File: src/rtl/stopwatch_pkg.sv
// Shared stopwatch definitions: mode state encoding and default tick rates.
package stopwatch_pkg;

  // Mode controller states. The encoding is visible on the state output
  // and is used by the display block.
  typedef enum logic [1:0] {
    IDLE   = 2'b00,
    RUN    = 2'b01,
    PAUSE  = 2'b10,
    ADJUST = 2'b11
  } sw_state_e;

  // Default dividers for a 100 MHz system clock:
  // 1 Hz run tick and 2 Hz adjust tick.
  localparam int unsigned TICK_DIV_DEFAULT = 100_000_000;
  localparam int unsigned ADJ_DIV_DEFAULT  = 50_000_000;

  // A pause pulse toggles between running and paused.
  // IDLE starts the run. ADJUST is never left by a pause pulse.
  function automatic sw_state_e pause_next(input sw_state_e cur);
    sw_state_e nxt;
    nxt = cur;
    case (cur)
      IDLE:    nxt = RUN;
      RUN:     nxt = PAUSE;
      PAUSE:   nxt = RUN;
      default: nxt = cur;
    endcase
    return nxt;
  endfunction

endpackage

File: src/rtl/tick_divider.sv
// Free-running modulo-DIV counter that emits a registered one-cycle tick
// each time it wraps. The count only advances while en is high, so a
// partial period is kept across disabled intervals. sclr restarts the
// period from zero and has priority over en.
module tick_divider #(
  parameter int unsigned DIV = 4
) (
  input  logic src_clk,
  input  logic src_rst,
  input  logic en,
  input  logic sclr,
  output logic tick
);

  localparam int unsigned   CW   = (DIV > 1) ? $clog2(DIV) : 1;
  localparam logic [CW-1:0] LAST = CW'(DIV - 1);

  logic [CW-1:0] cnt_q, cnt_d;
  logic          tick_q, tick_d;

  // Next count and tick: wrap at DIV-1 and flag the wrap for one cycle.
  always_comb begin
    cnt_d  = cnt_q;
    tick_d = 1'b0;
    if (sclr) begin
      cnt_d = '0;
    end else if (en) begin
      if (cnt_q == LAST) begin
        cnt_d  = '0;
        tick_d = 1'b1;
      end else begin
        cnt_d = cnt_q + CW'(1);
      end
    end
  end

  // Count and tick registers.
  always_ff @(posedge src_clk or posedge src_rst) begin
    if (src_rst) begin
      cnt_q  <= '0;
      tick_q <= 1'b0;
    end else begin
      cnt_q  <= cnt_d;
      tick_q <= tick_d;
    end
  end

  assign tick = tick_q;

endmodule

File: src/rtl/stopwatch_ctrl.sv
// Stopwatch mode controller. Turns debounced button pulses and the
// synchronized adjust/select levels into the run level, a clear strobe
// and the run/adjust count enables for the BCD time counter.
//
// Input and output signalling: pause_pls and clr_pls are one-cycle
// pulses. Every high cycle is a separate event. adj and sel are levels.
// clr, tick and adj_tick are one-cycle pulses. running, adj_sel and state
// are levels. All outputs are registered and change on the edge that
// samples the causing event.
module stopwatch_ctrl
  import stopwatch_pkg::*;
#(
  parameter int unsigned TICK_DIV = TICK_DIV_DEFAULT,
  parameter int unsigned ADJ_DIV  = ADJ_DIV_DEFAULT
) (
  input  logic       src_clk,
  input  logic       src_rst,
  input  logic       pause_pls,
  input  logic       clr_pls,
  input  logic       adj,
  input  logic       sel,
  output logic       running,
  output logic       clr,
  output logic       tick,
  output logic       adj_tick,
  output logic       adj_sel,
  output logic [1:0] state
);

  sw_state_e state_q, state_d;
  logic      running_q;
  logic      clr_q;
  logic      adj_sel_q;

  logic      run_en;
  logic      run_sclr;
  logic      adj_en;
  logic      adj_sclr;

  // Next-state selection. Priority is clear, then adjust, then pause.
  always_comb begin
    state_d = state_q;
    if (clr_pls) begin
      state_d = adj ? ADJUST : IDLE;
    end else if (adj) begin
      state_d = ADJUST;
    end else if (state_q == ADJUST) begin
      state_d = PAUSE;
    end else if (pause_pls) begin
      state_d = pause_next(state_q);
    end
  end

  // Dividers run only in their own state, on the current registered state.
  // A tick already due on the edge that leaves RUN is therefore still
  // issued. Clear restarts both dividers. Entering ADJUST restarts the
  // adjust divider so that its first tick is a full period away.
  always_comb begin
    run_en   = (state_q == RUN);
    run_sclr = clr_pls;
    adj_en   = (state_q == ADJUST);
    adj_sclr = clr_pls | (adj & (state_q != ADJUST));
  end

  // Mode FSM with its registered outputs.
  always_ff @(posedge src_clk or posedge src_rst) begin
    if (src_rst) begin
      state_q   <= IDLE;
      running_q <= 1'b0;
      clr_q     <= 1'b0;
      adj_sel_q <= 1'b0;
    end else begin
      state_q   <= state_d;
      running_q <= (state_d == RUN);
      clr_q     <= clr_pls;
      adj_sel_q <= sel;
    end
  end

  tick_divider #(
    .DIV (TICK_DIV)
  ) u_run_div (
    .src_clk (src_clk),
    .src_rst (src_rst),
    .en      (run_en),
    .sclr    (run_sclr),
    .tick    (tick)
  );

  tick_divider #(
    .DIV (ADJ_DIV)
  ) u_adj_div (
    .src_clk (src_clk),
    .src_rst (src_rst),
    .en      (adj_en),
    .sclr    (adj_sclr),
    .tick    (adj_tick)
  );

  assign running = running_q;
  assign clr     = clr_q;
  assign adj_sel = adj_sel_q;
  assign state   = state_q;

endmodule
File: config.mk
export PLATFORM = sky130hd
export DESIGN_NAME = stopwatch_ctrl
export DESIGN_NICKNAME = d
export VERILOG_FILES = /design/src/rtl/stopwatch_pkg.sv /design/src/rtl/tick_divider.sv /design/src/rtl/stopwatch_ctrl.sv
export SDC_FILE = /design/constraint.sdc
export NUM_CORES = 1
export LEC_CHECK = 0
export BUFFER_PORTS_ARGS = -buffer_cell sky130_fd_sc_hd__buf_2
export CORE_MARGIN = 4
export CORE_UTILIZATION = 60
export DETAILED_ROUTE_END_ITERATION = 16
export PLACE_DENSITY_LB_ADDON = 0.05
export SLEW_MARGIN = 20
export SYNTH_ARGS = -nofsm -noshare
export SYNTH_HDL_FRONTEND = slang
export SYNTH_HIERARCHICAL = 1
export SYNTH_SLANG_ARGS = --single-unit
File: constraint.sdc
create_clock -name src_clk -period 3.3 [get_ports src_clk]
set_clock_uncertainty 0.2 [all_clocks]
set_input_delay 0.165 -clock src_clk [delete_from_list [all_inputs] [get_ports src_clk]]
set_output_delay 0.165 -clock src_clk [all_outputs]
set_load 0.01 [all_outputs]
==> results of run 1 <==
[flip-flops by register name, indices dropped and copies added (netlist names)]
name	count
u_run_div/cnt_q	27
running	1
u_run_div/tick	1
u_adj_div/tick	1
u_adj_div/cnt_q	26
adj_sel	1
state	2
clr	1
[critical path, delay by kind of cell]
| family | cells | cell delay (ps) |
|---|---|---|
| buffers and inverters | 3 | 1000 |
| AND/OR/NAND/NOR | 2 | 600 |
| AO/OA/AOI/OAI | 3 | 1060 |
[where the power goes]
group	leakage [nW]	internal, W	switching [W]
Combinational	0.655	0.0000278	0.0000659
Sequential	0.826	0.000744	0.00000802
Clock	0.107	0.000445	0.000284
Total	1.59	0.00122	0.000358
[metrics by stage]
step	setup WS [ps]	instances	total power, W	utilization (%)	cell area (um^2)
2_1_floorplan	1010	351	0.000832	-	3420
4_1_cts	569	451	0.00160	68.7	3780
6_report	510	451	0.00157	68.7	3780
5_1_grt	341	451	0.00164	68.7	3780
3_3_place_gp	732	430	0.000853	63.8	3520
3_5_place_dp	659	430	0.000855	63.8	3520
[Yosys cell counts (4+ instances only)]
cell type	count	area, um^2
or4_1	5	37.5
nor3_1	7	35.0
and3_1	6	37.5
buf_6	4	45.0
dfrtp_1	60	1500
xor2_1	25	219
a21oi_1	18	90.1
nand3_1	22	110
and4_1	4	35.0
inv_1	8	30.0
a32o_1	4	40.0
nor2_2	9	56.3
o21ai_0	13	65.1
mux2i_1	4	40.0
nor4_1	7	43.8
and2_1	4	25.0
nand4_1	18	113
nand2_1	29	109
nor2_1	35	131
or3_1	8	50.1
[worst paths after layout]
| kind | from | end | slack, ps | cells past startpoint |
|---|---|---|---|---|
| max | clr_pls | u_adj_div/cnt_q[21]$_DFFE_PP0P_ | 510 | 8 |
| min | src_rst | state[1]$_DFF_PP0_ | 110 | 3 |
| max reg2reg | state[1]$_DFF_PP0_ | u_adj_div/cnt_q[21]$_DFFE_PP0P_ | 550 | 7 |
| min reg2reg | u_run_div/cnt_q[23]$_DFFE_PP0P_ | u_run_div/cnt_q[23]$_DFFE_PP0P_ | 270 | 1 |
| max in group asynchronous | src_rst | u_run_div/cnt_q[14]$_DFFE_PP0P_ | 2220 | 3 |
| min in group src_clk | u_run_div/cnt_q[23]$_DFFE_PP0P_ | u_run_div/cnt_q[23]$_DFFE_PP0P_ | 270 | 1 |
[kinds of logic (layout without fill, tap and decap cells)]
| logic type | Yosys count | after routing |
|---|---|---|
| buf+inv | 18 | 46 |
| xor+xnor | 28 | 28 |
| compound gates | 58 | 58 |
| simple gates | 181 | 181 |
| flops | 60 | 60 |
| fa+ha+maj | 2 | 2 |
| mux | 4 | 4 |
[timing repair]
item / in CTS / in global routing
hold endpoints to repair: 65 / 0
setup buffers: 0 / 0
hold buffers: 5 / 0
[per-layer routing]
layer	routed length, um	global-route usage (%)
met1	3190	28.0
met2	3760	38.8
met3	252	4.44
met4	106	8.19
met5	0	0
[cell type report]
class                           count  area, um^2  area share (%)
Multi-Input combinational cell    273        1800            47.6
Inverter                            9        33.8           0.893
Timing Repair Buffer               21         140            3.70
Clock inverter                      4        72.6            1.92
Tap cell                           72        90.1            2.38
Sequential cell                    60        1500            39.7
Clock buffer                       12         145            3.84
==> run_results.csv, run 1 <==
group,metric,value,unit
power_and_ir_drop,power.ir.vdd_worst,0.257,mV
die,dieArea,0.00697,mm^2
synthesis,synth-async-reset-ratio,100,%
clock_network,clock_tree_from_tritoncts,"yes",
worst_setup_path,critPathArrivalTime,2840,ps
synthesis,synth_sequential_area_ratio,43.9,%
place,gp_congestion,0.914,
timing,worst_pin_slew,711,ps
routing,final_antenna_net_count,0,
synthesis,synth_top_family_by_area,"simple AND/OR/NAND/NOR gates",
synthesis,synth_compound_area_share,11.6,%
place,port_buffers,12,
synthesis,postSynthRegisterBits,60,
place,hpwlAfterDp,4.93,mm
global_routing,grt_start_max_net_pins,29,
worst_setup_path,setup.worst_path.start_class,"primary input",
clock_network,ctsResizeCount,0,
job,cap_viol_max_count,0,
timing,max_slew_margin,52.4,%
die,core_area,0.00551,mm^2
synthesis,synth_fa_ha_area_share,0.732,%
routing,drt_pass1_iterations,4,
synthesis,syn_area_per_cell,9.74,um^2
clock_network,cts_num_sinks,60,
synthesis,synth_enable_flop_cells,0,
timing,finalMaxSlewViolations,0,
worst_setup_path,crit_path_max_fanout,25,
synthesis,synth_xor_area_share,7.17,%
routing,route.detailed.vias_per_inst,6.12,
global_routing,grt_util_all_layers,22.5,%
worst_setup_path,required,3350,ps
routing,routed-via-count,2762,
synthesis,number_of_nets_produced_by_synthesis,359,
finish,layout.filler_cells,451,
global_routing,antenna_violations_before_repair,0,
clock_network,cts_max_level,3,
finish,num-nets-final,382,
finish,areaGrowthSynthToFinish,10.6,%
synthesis,synthesis.instances,351,
power_and_ir_drop,total_leakage_power,1.59,nW
routing,number_of_drc_violations_after_detailed_routing,0,
global_routing,grt_first_pass_wirelength,12.8,mm
power_and_ir_drop,power.density_cell_area,416,mW/mm^2
die,placementRows,27,
clock_network,clock_insertion_delay_at_the_later_pin_of_the_skew_report,330,ps
timing,finalHoldWorstSlack,108,ps
timing,period_utilization_post_route,84.5,%
synthesis,yosysWarningCount,6,
clock_network,cts_max_path_buffers,2,
die,die_boundary_height,83.5,um
global_routing,global_route.overflow_total,0,
routing,wl_cell,16.2,um
finish,layout-drive-gt1-share,15.8,%
finish,antenna_cells_inserted,0,
synthesis,share_of_synthesized_cell_area_in_and_or_nand_and_nor_gates,32.0,%
timing,post-route-min-period,2790,ps
synthesis,synth_area,0.00342,mm^2
die,floorplan.die.width,83.5,um
timing,achievable-frequency,358,MHz
finish,commonest_non_fill_non_tap_cell_in_the_layout,"dfrtp_1",
clock_network,clkTransAtPathRegs,70,ps
die,start_util,62.1,%
clock_network,cts_root_buffer,"clkbuf_8",
die,ports_placed_on_the_boundary,13,
worst_setup_path,cp_slowest_cell,"dlygate4sd3_1",
worst_setup_path,crit_chain,"dlygate4sd3_1 -> buf_2 -> a21o_2 -> inv_1 -> a2111oi_2 -> nand3_1 -> or3_1 -> a21oi_1",
routing,drt_wl_total,7.31,mm
finish,most_frequent_cells_in_the_layout,"60 x dfrtp_1, 35 x nor2_1, 29 x nand2_1",
synthesis,ys.flop_type,"dfrtp_1",
synthesis,synthMuxAreaShare,1.17,%
hold_path,hold_removal_path_class,"in -> async",
timing,rsz0062_at_grt,"false",
synthesis,synth_cell_type_count,60,
timing,finalSetupViolations,0,
worst_setup_path,crit_type,"in -> reg",
timing,timing.setup.tns,0,ps
timing,finalHoldViolCount,0,
clock_network,cts_made_buffers,9,
run_status,run_status,"finished, final reports clean",
worst_setup_path,worst_path_largest_cell_delay,540,ps
global_routing,first_global_vias,2718,
worst_setup_path,cp-end-kind,"register",
routing,drt_iter0_drc,122,
No activity file was read; power rests on OpenSTA's default activity.
==> run 2, diff against run 1 <==
--- a/config.mk
+++ b/config.mk
@@ -5,9 +5,10 @@
 export SDC_FILE = /design/constraint.sdc
 export NUM_CORES = 1
 export LEC_CHECK = 0
+export ABC_AREA = 1
 export BUFFER_PORTS_ARGS = -buffer_cell sky130_fd_sc_hd__buf_2
 export CORE_MARGIN = 4
-export CORE_UTILIZATION = 60
+export CORE_UTILIZATION = 56
 export DETAILED_ROUTE_END_ITERATION = 16
 export PLACE_DENSITY_LB_ADDON = 0.05
 export SLEW_MARGIN = 20
==> constraint.sdc (replaced) <==
create_clock -name src_clk -period 2.3 [get_ports src_clk]
set_clock_uncertainty 0.2 [all_clocks]
set_input_delay 0.115 -clock src_clk [delete_from_list [all_inputs] [get_ports src_clk]]
set_output_delay 0.115 -clock src_clk [all_outputs]
set_load 0.01 [all_outputs]
==> run_results.csv, run 2 <==
group,metric,value,unit
clock_network,cts_max_path_buffers,2,
synthesis,syn_area_per_cell,6.78,um^2
routing,routed-via-count,3512,
finish,most_frequent_cells_in_the_layout,"161 x nand2_1, 110 x nor2_1, 65 x inv_1",
die,die_boundary_height,89.8,um
global_routing,grt_start_max_net_pins,29,
place,hpwlAfterDp,6.58,mm
routing,final_antenna_net_count,0,
global_routing,first_global_vias,3337,
clock_network,clock_tree_from_tritoncts,"yes",
timing,rsz0062_at_grt,"false",
finish,largest_reg_flops,27,
power_and_ir_drop,sequentialPowerShare,48.9,%
timing,finalHoldViolCount,0,
power_and_ir_drop,power.ir.vdd_worst,0.368,mV
power_and_ir_drop,netSwitchingPower,0.000581,W
finish,layout.cell_area.non_filler,0.00417,mm^2
global_routing,grt_first_pass_wirelength,15.1,mm
worst_setup_path,rrSetupSlack,220,ps
global_routing,antenna_violations_before_repair,0,
timing,timing.setup.tns,0,ps
synthesis,synthDominantAreaCellType,"dfrtp_1",
place,place_area,0.00391,mm^2
synthesis,number_of_nets_produced_by_synthesis,561,
synthesis,synth-async-reset-ratio,100,%
synthesis,synth.area.top_cells,"dfrtp_1 40%, nand2_1 16%, nor2_1 11%",
die,ports_placed_on_the_boundary,13,
finish,areaGrowthSynthToFinish,11.3,%
synthesis,synthDominantCellAreaShare,40.0,%
die,dieArea,0.00807,mm^2
place,gp_congestion,0.961,
routing,drt_iter0_drc,146,
clock_network,cts_max_level,3,
synthesis,postSynthRegisterBits,60,
worst_setup_path,required,2330,ps
worst_setup_path,critical_path.most_common_cell,"nand2_2",
worst_setup_path,crit_path_max_fanout,15,
run_status,run_status,"finished, final reports clean",
worst_setup_path,crit_type,"reg -> reg",
routing,drt_wl_total,8.85,mm
power_and_ir_drop,power.density_cell_area,526,mW/mm^2
worst_setup_path,r2r.worst_path.cells,9,
finish,commonest_non_fill_non_tap_cell_in_the_layout,"nand2_1",
clock_network,cts_num_sinks,60,
worst_setup_path,worst_flop_to_flop_path_endpoint,"u_adj_div/cnt_q[21]$_DFFE_PP0P_",
clock_network,clkTransAtPathRegs,80,ps
global_routing,global_route.overflow_total,0,
worst_setup_path,r2r_start,"u_adj_div/cnt_q[0]$_DFFE_PP0P_",
timing,period_utilization_post_route,90.3,%
power_and_ir_drop,share_comb_of_total_power,6.6,%
finish,antenna_cells_inserted,0,
worst_setup_path,worst_path_largest_cell_delay,410,ps
worst_setup_path,critPathArrivalTime,2110,ps
place,port_buffers,12,
worst_setup_path,critPathTopFamily,"simple AND/OR/NAND/NOR gates",
worst_setup_path,crit_chain,"ha_1 -> nand2_2 -> nor2_4 -> nand2_2 -> nor2_1 -> nand2_2 -> o21ai_4 -> buf_12 -> nor2_1",
timing,post-route-min-period,2080,ps
synthesis,synthMostInstantiatedCell,"nand2_1",
synthesis,ys.flop_type,"dfrtp_1",
power_and_ir_drop,switching_part_of_the_total_power,26.5,%
finish,layout.filler_cells,582,
routing,drt_pass1_iterations,5,
die,placementRows,29,
routing,wl_cell,13.3,um
timing,achievable-frequency,482,MHz
power_and_ir_drop,clock_power_share,44.5,%
timing,worst_pin_slew,398,ps
clock_network,cts_root_buffer,"clkbuf_8",
worst_setup_path,cp_slowest_cell,"dfrtp_1",
synthesis,post_synth_most_frequent_cells,"161 x nand2_1, 110 x nor2_1, 65 x inv_1, 60 x dfrtp_1, 34 x nand3_1",
power_and_ir_drop,p_int,0.00161,W
worst_setup_path,critical_path_cell_count,9,
synthesis,synth_area,0.00375,mm^2
die,core_area,0.00642,mm^2
synthesis,synth_cell_type_count,30,
die,floorplan.die.width,89.8,um
timing,finalMaxSlewViolations,0,
clock_network,clock_insertion_delay_at_the_later_pin_of_the_skew_report,350,ps
timing,finalSetupViolations,0,
finish,layout-drive-gt1-share,12.8,%
clock_network,cts_made_buffers,9,
synthesis,yosysWarningCount,6,
routing,number_of_drc_violations_after_detailed_routing,0,
worst_setup_path,worstPathBufferInverterCount,1,
worst_setup_path,setup.worst_path.start_class,"register",
power_and_ir_drop,total_leakage_power,1.86,nW
finish,num-nets-final,589,
finish,registers.top_by_ff_count,"u_run_div/cnt_q",
routing,route.detailed.vias_per_inst,5.30,
synthesis,synth_sequential_area_ratio,40.0,%
synthesis,synthesis.instances,553,
die,start_util,58.4,%
timing,max_slew_margin,73.4,%
job,cap_viol_max_count,0,
synthesis,synth_enable_flop_cells,0,
hold_path,hold_removal_path_class,"in -> async",
worst_setup_path,cp-end-kind,"register",
global_routing,grt_util_all_layers,23.0,%
## run 2: cell types whose count changed after synthesis, moves of 6 or more
cell     delta
and3_1      -6
nor2_1     +75
nor4_1      -7
nand2_1   +132
a21oi_1    -13
inv_1      +57
nor2_2     +10
or3_1       -8
nand3_1    +12
xor2_1     -14
nor3_1      +6
nand2_2    +10
## run 2: metrics by stage
| stage | instances | setup WS (ps) | util, % | total power, W | hold WS (ps) |
|---|---|---|---|---|---|
| 2_1_floorplan | 553 | 422 | - | 0.00119 | -306 |
| 3_3_place_gp | 641 | 86.2 | 60.8 | 0.00123 | -168 |
| 3_5_place_dp | 641 | 12.5 | 60.8 | 0.00123 | -159 |
| 4_1_cts | 663 | 8.47 | 64.8 | 0.00223 | 0.645 |
| 5_1_grt | 663 | 105 | 65.0 | 0.00229 | 38.6 |
| 6_report | 663 | 223 | 65.0 | 0.00219 | 33.6 |
## run 2: power groups by stage
stage | Combinational (W) | Sequential [W] | Clock, W
2_1_floorplan | 0.0000922 | 0.00110 | 0
3_3_place_gp | 0.000133 | 0.00109 | 0
3_5_place_dp | 0.000135 | 0.00109 | 0
4_1_cts | 0.000143 | 0.00107 | 0.00101
5_1_grt | 0.000161 | 0.00107 | 0.00106
6_report | 0.000144 | 0.00107 | 0.000977
## run 2: kinds of logic (layout without fill, tap and decap cells)
| group | count (synthesis) | after routing | share of synthesized area [%] |
|---|---|---|---|
| fa+ha+maj | 2 | 2 | 0.667 |
| flops | 60 | 60 | 40.0 |
| xor+xnor | 14 | 14 | 3.27 |
| simple gates | 377 | 377 | 44.0 |
| buf+inv | 77 | 110 | 8.41 |
| compound gates | 23 | 23 | 3.57 |
## run 2: worst min-delay path, cell delays in order
cell	delay, ps
dlygate4sd3_1	540
buf_2	130
inv_1	160
## run 2: worst max-delay path by stage
stage,from,to,slack [ps]
after floorplan,state[1]$_DFF_PP0_,u_adj_div/cnt_q[25]$_DFFE_PP0P_,420
after global placement,state[1]$_DFF_PP0_,u_adj_div/cnt_q[2]$_DFFE_PP0P_,90
after detailed placement,state[1]$_DFF_PP0_,u_adj_div/cnt_q[2]$_DFFE_PP0P_,10
after CTS,state[1]$_DFF_PP0_,u_adj_div/cnt_q[9]$_DFFE_PP0P_,8
after global routing,u_run_div/cnt_q[0]$_DFFE_PP0P_,u_run_div/cnt_q[12]$_DFFE_PP0P_,100
final,u_adj_div/cnt_q[0]$_DFFE_PP0P_,u_adj_div/cnt_q[21]$_DFFE_PP0P_,220
## run 2: repair_timing
| item | CTS | global route |
|---|---|---|
| endpoints found under the hold margin | 70 | 0 |
| buffers inserted | 0 | 0 |
| gates resized for setup | 0 | 2 |
| hold buffers | 6 | 0 |
| endpoints found under the setup margin | 0 | 17 |
## run 2: layout make-up
type                            instances  area, um^2  share of cell area (%)
Inverter                               72         272                    6.51
Timing Repair Buffer                   22         163                    3.90
Clock buffer                            9         124                    2.97
Sequential cell                        60        1500                    36.0
Clock inverter                          7        75.1                    1.80
Tap cell                               77        96.3                    2.31
Multi-Input combinational cell        416        1940                    46.5
## run 2: layer usage
| layer | wire [um] | vias to the layer above | track usage, % |
|---|---|---|---|
| met5 | 0 | - | 0 |
| met4 | 237 | 0 | 12.5 |
| met3 | 297 | 17 | 2.92 |
| met2 | 4600 | 82 | 40.0 |
| met1 | 3710 | 1634 | 27.7 |
| li1 | - | 1779 | - |
